**config.mk**
```make
export PLATFORM = sky130hd
export DESIGN_NAME = timer_counter_bank
export DESIGN_NICKNAME = d
export VERILOG_FILES = /design/src/rtl/timer_counter_bank.sv
export SDC_FILE = /design/constraint.sdc
export NUM_CORES = 1
export LEC_CHECK = 0
export CORE_ASPECT_RATIO = 0.9
export CORE_MARGIN = 4
export CORE_UTILIZATION = 60
export DETAILED_ROUTE_END_ITERATION = 6
export HOLD_SLACK_MARGIN = 0.05
export PLACE_DENSITY = 0.95
export SLEW_MARGIN = 25
export SYNTH_ARGS = -nofsm -noshare
export SYNTH_HDL_FRONTEND = slang
export SYNTH_SLANG_ARGS = --single-unit
```
**constraint.sdc**
```tcl
create_clock -name clk -period 8 [get_ports clk]
set_clock_uncertainty 0.15 [all_clocks]
set_input_delay 1.2 -clock clk [delete_from_list [all_inputs] [get_ports clk]]
set_output_delay 1.2 -clock clk [all_outputs]
set_load 0.02 [all_outputs]
```
**src/rtl/timer_counter_bank.sv**
```systemverilog
// 16 x 16-bit countdown cell bank for the text display: masked inc/dec edits plus tick-driven countdown.
// Optional build macro PRESET_RELOAD_EN: snapshot cells at run start and restore the run cells on leaving DONE.
module timer_counter_bank #(
  parameter int CLK_HZ   = 100_000_000,
  parameter int TICK_DIV = CLK_HZ,
  parameter int MAX_VAL  = 9999
) (
  input  logic         clk,
  input  logic         reset_n,
  input  logic         inc_pulse,
  input  logic         dec_pulse,
  input  logic         ss_pulse,
  input  logic         clr_pulse,
  input  logic [3:0]   row_mask,
  input  logic [3:0]   col_mask,
  output logic [255:0] data_raw,
  output logic         running,
  output logic         done
);

  typedef enum logic [1:0] {S_IDLE, S_RUN, S_PAUSE, S_DONE} state_t;
  localparam int PW = (TICK_DIV > 1) ? $clog2(TICK_DIV) : 1;

  state_t        state_q, state_d;
  logic [PW-1:0] presc_q, presc_d;
  logic [15:0]   run_sel_q, run_sel_d;
  logic [15:0]   sel;
  logic [15:0]   cells_q [16];
  logic [15:0]   cells_d [16];
`ifdef PRESET_RELOAD_EN
  logic [15:0]   snap_q [16];
  logic [15:0]   snap_d [16];
`endif

  logic tick;
  logic any_sel_nz;
  logic run_all_zero;
  logic run_zero_after_tick;
  logic edit_ok;

  for (genvar k = 0; k < 16; k++) begin : g_cell
    assign sel[k] = row_mask[k/4] & col_mask[k%4];
    assign data_raw[255-16*k -: 16] = cells_q[k];
  end

  assign tick    = (state_q == S_RUN) && (presc_q == PW'(TICK_DIV - 1));
  assign edit_ok = !clr_pulse && !ss_pulse && (state_q == S_IDLE || state_q == S_PAUSE);

  // A run cell holding 0 or 1 reads 0 after the tick, since zero cells are not decremented.
  always_comb begin
    any_sel_nz          = 1'b0;
    run_all_zero        = 1'b1;
    run_zero_after_tick = 1'b1;
    for (int k = 0; k < 16; k++) begin
      if (sel[k] && cells_q[k] != 16'd0) any_sel_nz = 1'b1;
      if (run_sel_q[k] && cells_q[k] != 16'd0) run_all_zero = 1'b0;
      if (run_sel_q[k] && cells_q[k] > 16'd1) run_zero_after_tick = 1'b0;
    end
  end

  always_ff @(posedge clk) begin
    if (!reset_n) state_q <= S_IDLE;
    else          state_q <= state_d;
  end

  always_comb begin
    state_d = state_q;
    if (clr_pulse) begin
      state_d = S_IDLE;
    end else if (ss_pulse) begin
      case (state_q)
        S_IDLE:  if (any_sel_nz) state_d = S_RUN;
        S_RUN:   state_d = S_PAUSE;
        S_PAUSE: state_d = run_all_zero ? S_DONE : S_RUN;
        default: state_d = S_IDLE;
      endcase
    end else if (tick && run_zero_after_tick) begin
      state_d = S_DONE;
    end
  end

  always_comb begin
    running = (state_q == S_RUN);
    done    = (state_q == S_DONE);
  end

  always_comb begin
    presc_d   = presc_q;
    run_sel_d = run_sel_q;
    for (int k = 0; k < 16; k++) cells_d[k] = cells_q[k];
`ifdef PRESET_RELOAD_EN
    for (int k = 0; k < 16; k++) snap_d[k] = snap_q[k];
`endif
    if (clr_pulse) begin
      presc_d = '0;
      for (int k = 0; k < 16; k++) cells_d[k] = 16'd0;
`ifdef PRESET_RELOAD_EN
      for (int k = 0; k < 16; k++) snap_d[k] = 16'd0;
`endif
    end else begin
      // The prescaler advances on every RUN cycle, including the one that pauses.
      if (state_q == S_RUN) begin
        presc_d = tick ? '0 : presc_q + PW'(1);
        if (tick) begin
          for (int k = 0; k < 16; k++)
            if (run_sel_q[k] && cells_q[k] != 16'd0) cells_d[k] = cells_q[k] - 16'd1;
        end
      end
      if (state_q == S_IDLE && ss_pulse && any_sel_nz) begin
        run_sel_d = sel;
        presc_d   = '0;
`ifdef PRESET_RELOAD_EN
        for (int k = 0; k < 16; k++) snap_d[k] = cells_q[k];
`endif
      end
`ifdef PRESET_RELOAD_EN
      if (state_q == S_DONE && ss_pulse) begin
        for (int k = 0; k < 16; k++)
          if (run_sel_q[k]) cells_d[k] = snap_q[k];
      end
`endif
      if (edit_ok && inc_pulse) begin
        for (int k = 0; k < 16; k++)
          if (sel[k] && cells_q[k] < 16'(MAX_VAL)) cells_d[k] = cells_q[k] + 16'd1;
      end else if (edit_ok && dec_pulse) begin
        for (int k = 0; k < 16; k++)
          if (sel[k] && cells_q[k] != 16'd0) cells_d[k] = cells_q[k] - 16'd1;
      end
    end
  end

  always_ff @(posedge clk) begin
    if (!reset_n) begin
      presc_q   <= '0;
      run_sel_q <= '0;
      for (int k = 0; k < 16; k++) cells_q[k] <= 16'd0;
`ifdef PRESET_RELOAD_EN
      for (int k = 0; k < 16; k++) snap_q[k] <= 16'd0;
`endif
    end else begin
      presc_q   <= presc_d;
      run_sel_q <= run_sel_d;
      for (int k = 0; k < 16; k++) cells_q[k] <= cells_d[k];
`ifdef PRESET_RELOAD_EN
      for (int k = 0; k < 16; k++) snap_q[k] <= snap_d[k];
`endif
    end
  end

endmodule

```
Word-level counts from Yosys, hierarchy flattened --
Memories as Yosys holds them, arrays and structs flattened. Index checks and enable logic that the tools add are counted.
Storage, ports and cells: register bits 45, RAM bits 256, input port bits 14, output and inout port bits 258, word-level logic and storage cells 330, memories 1
Cells by class: add/subtract/negate cells 33, magnitude comparators 32, eq/ne operators 5, multiplexer cells 125, bitwise operators 34, reduce and logical (&&, ||, !) cells 97
Memories:
- cells_q | depth 16, width 16, rd ports 16, clocked after Yosys merged registers in 0, wr ports 16, RTL line 28 | logic [15:0] cells_q [16];
Operator list (number):
- 256-bit two-way mux | 5
- 16-bit two-way mux | 64
- 16-bit by 1-bit adder with 16-bit output (second input constant) | 16
- 16-bit by 1-bit > comparator with 1-bit output (second input constant) | 16
- 16-bit by 14-bit less-than comparator with 1-bit output (second input constant) | 16
- 16-bit nonzero test | 16
- 16-bit by 1-bit subtractor with 16-bit output (second input constant) | 16
- 1-bit logical AND | 72
- 1-bit two-way mux | 50
- 27-bit by 1-bit adder with 27-bit output (second input constant) | 1
- 27-bit == test (second input constant) | 1
- 27-bit two-way mux | 1
- 1-bit bitwise AND | 16
- 1-bit bitwise OR | 16
- 2-bit two-way mux | 4
- 2-bit case mux with 3 select lines | 1
- 2-bit == test (second input constant) | 2
- 2-bit AND reduction | 2
- 3-bit inequality test (second input constant) | 1
- 3-bit OR reduction | 1
- 2-bit by 1-bit == test with 1-bit output (second input constant) | 1
- 1-bit zero test | 2
- 2-bit zero test | 1
- 1-bit inverter | 2
- other kinds (3) | 3

Depth between registers and ports, before layout --
depth in word-level cells 21, depth in mapped cells 12, mapped depth without buffers 9

Least setup slack after synthesis --
Ideal clock, no wire load.
kind input to register, start point in ss_pulse, end point mem cells_q[11][8], in the netlist cells_q[1][56], setup time 128 ps, arrival 3308 ps, data required time 7722 ps, slack 4415 ps, stages on the path 7, path buffers 1, cells stage by stage or4b_1 > buf_2 > or4_1 > or4_1 > a22oi_1 > xnor2_1 > nor2_1
RTL lines:
- start: declaration | RTL line 12 | input logic ss_pulse,
- end: declaration | RTL line 28

==> flow_summary_export.csv <==
group,metric,value,unit
timing,max-slew-margin-rel,25.9,%
final_layout,fin_area,23400,um^2
clock_tree,cts_sinks,301,
timing,setup_viol,0,
synth,synth_seq_area_share,31.0,%
synth,netlist.area_leader.share,31.0,%
timing,rsz0062_at_grt,"no",
synth,synthCells,2535,
clock_tree,ctsResizeCount,0,
synth,syn_area,19400,um^2
floorplanning,rows,62,
final_layout,n_fill_cell,2435,
synth,synthFlopType,"dfxtp_1",
pwr,power_density,138,nW/um^2
floorplanning,dieArea,35400,um^2
place,dp_slack,2.93,ns
global_route,grt_pass1_wl,101000,um
detailed_routing,drc,0,
synth,synth_common_cells,"nor2_1 (324), dfxtp_1 (301), nand2_1 (193)",
critical_path,end_kind,"flip-flop",
clock_tree,clock_tree.root_cell,"clkbuf_16",
detailed_routing,detail_route.wirelength,63200,um
timing,tightest_slew,1.10,ns
global_route,grt_overflow,0,
critical_path,crit_type,"input port to flip-flop",
synth,synth-seq-cells,301,
timing,fmax,0.207,GHz
floorplanning,chipHeight,179,um
clock_tree,cts_tree,"built",
synth,synth_edf_count,0,
place,dpl_cell_area,22300,um^2
floorplanning,start_util,60.8,%
detailed_routing,first_iter_violations,2479,
timing,fin_crit,4.84,ns
synth,synth-async-reset-ratio,0,%
clock_tree,clk_path_buf_depth,3,
pwr,power_leakage,8.17,nW
detailed_routing,wl_per_cell,20.1,um
detailed_routing,vias,21000,
clock_tree,hold_buffers,0,
synth,synth_most_common_cell,"nor2_1",
critical_path,worst-path-max-fanout,11,
synth,synth_top_area_cell,"dfxtp_1",
synth,syn_avg_cell_area,7.67,um^2
global_route,grt_usage,33.9,%
global_route,antenna_found_initial,0,
detailed_routing,ant_nets,0,
timing,fin_crit_sh,60.4,%
outcome,status,"finished, final reports clean",
place,place.gp.congestion,1.00,
synth,synth_area_leaders,"dfxtp_1 (31%), nor2_1 (6.3%), xnor2_1 (5.6%)",
final_layout,final_nets,2776,
place,io_buffer_count,271,
critical_path,start_kind,"input port",
global_route,grt_max_degree,91,
floorplanning,fp.dieW,198,um
hold_path,hold_class,"flip-flop to flip-flop",
critical_path,required,8.23,ns
timing,slew_violations,0,
synth,syn_nets,2600,
final_layout,antenna_cells,0,
final_layout,drive_gt1_share,4.24,%
detailed_routing,viasPerCell,6.68,
floorplanning,ios,272,
detailed_routing,drtPass1Iterations,7,
clock_tree,clk_pin_slew,0.06,ns
clock_tree,h-tree-depth,2,
clock_tree,post-cts-setup-buffers,0,
pwr,peakVddDrop,0.196,mV
global_route,grt_pass1_vias,19200,
timing,hold_viol,0,
flow_run,maxCapViolCount,0,
final_layout,area.growth.synth_to_final,20.5,%
synth,synth_cell_types,89,
timing,fin_ws,3.16,ns
critical_path,critPathArrivalTime,5.06,ns
floorplanning,core_area,32000,um^2
place,hpwl,45100,um
timing,tns,0,ns
synth,yosys_warnings,0,
clock_tree,clk_latency,0.52,ns
clock_tree,cts_buffers,35,
## routing by layer
layer | vias up | wire length, um | global-route usage [%]
li1 | 9733 | - | -
met1 | 9815 | 25300 | 45.9
met2 | 1276 | 27700 | 52.6
met3 | 223 | 7650 | 8.94
met4 | 0 | 2570 | 12.0
met5 | - | 0 | 0
## cell families after synthesis
logic type      synth area share (%)
compound gates                  18.7
simple gates                    31.5
buf+inv                         4.41
flops                           31.0
xor+xnor                        9.41
mux                             1.65
fa+ha+maj                       3.28
## critical path: stages
cell,delay (ns)
clkdlybuf4s50_1,0.62
nor4b_1,0.68
nand2b_1,0.70
nor3_1,1.04
o2111ai_1,0.27
nor3_1,0.25
mux2i_1,0.23
nor2_1,0.05
## power by group
group,switching (W),internal (W),total [W]
clock network,0.000645,0.000954,0.00160
registers,0.00000648,0.00150,0.00151
logic,0.0000950,0.0000382,0.000133
## placed cells by master (no fill, tap or decap), drive strengths merged, types with 51 or more instances in the layout
cell             n
a21oi           93
clkbuf          57
clkdlybuf4s50  271
dfxtp          301
ha              51
inv             72
nand2          193
nand3          137
nand4           70
nor2           325
nor3           131
nor4            98
o21ai           97
xnor2          125
xor2            84
## final cells by class
cell class	instances	area (um^2)	area share (%)
clock buffer	57	1120	4.78
clock inverter	4	20.0	0.0854
inverter	72	270	1.15
multi-input combinational	2011	12600	53.8
sequential	301	6030	25.7
tap	416	520	2.22
timing repair buffer	290	2880	12.3
## path summary, 6_finish.rpt
| kind | to | slack, ns | start | cells past startpoint |
|---|---|---|---|---|
| setup reg to reg | cells_q[1][79] | 4.00 | state_q[0] | 7 |
| hold / removal | run_sel_q[12] | 0.33 | run_sel_q[12] | 2 |
| setup / recovery | cells_q[1][79] | 3.16 | clr_pulse | 8 |
| hold reg to reg | run_sel_q[12] | 0.33 | run_sel_q[12] | 2 |
## through the flow
stage / hold slack [ns] / util [%] / power, W / cells
after detailed placement: 0.322 / 69.6 / 0.00167 / 3089
after CTS: 0.330 / 73.2 / 0.00324 / 3150
after floorplan: 0.285 / - / 0.00162 / 2535
after global placement: 0.293 / 69.6 / 0.00166 / 3089
final: 0.334 / 73.3 / 0.00324 / 3151
after global routing: 0.354 / 73.3 / 0.00332 / 3151
## flip-flops by register name, summed over array words and instances (netlist names)
name       cells
run_sel_q     16
cells_q      256
state_q        2
presc_q       27
Note: power is estimated with default switching activity, not from simulation.
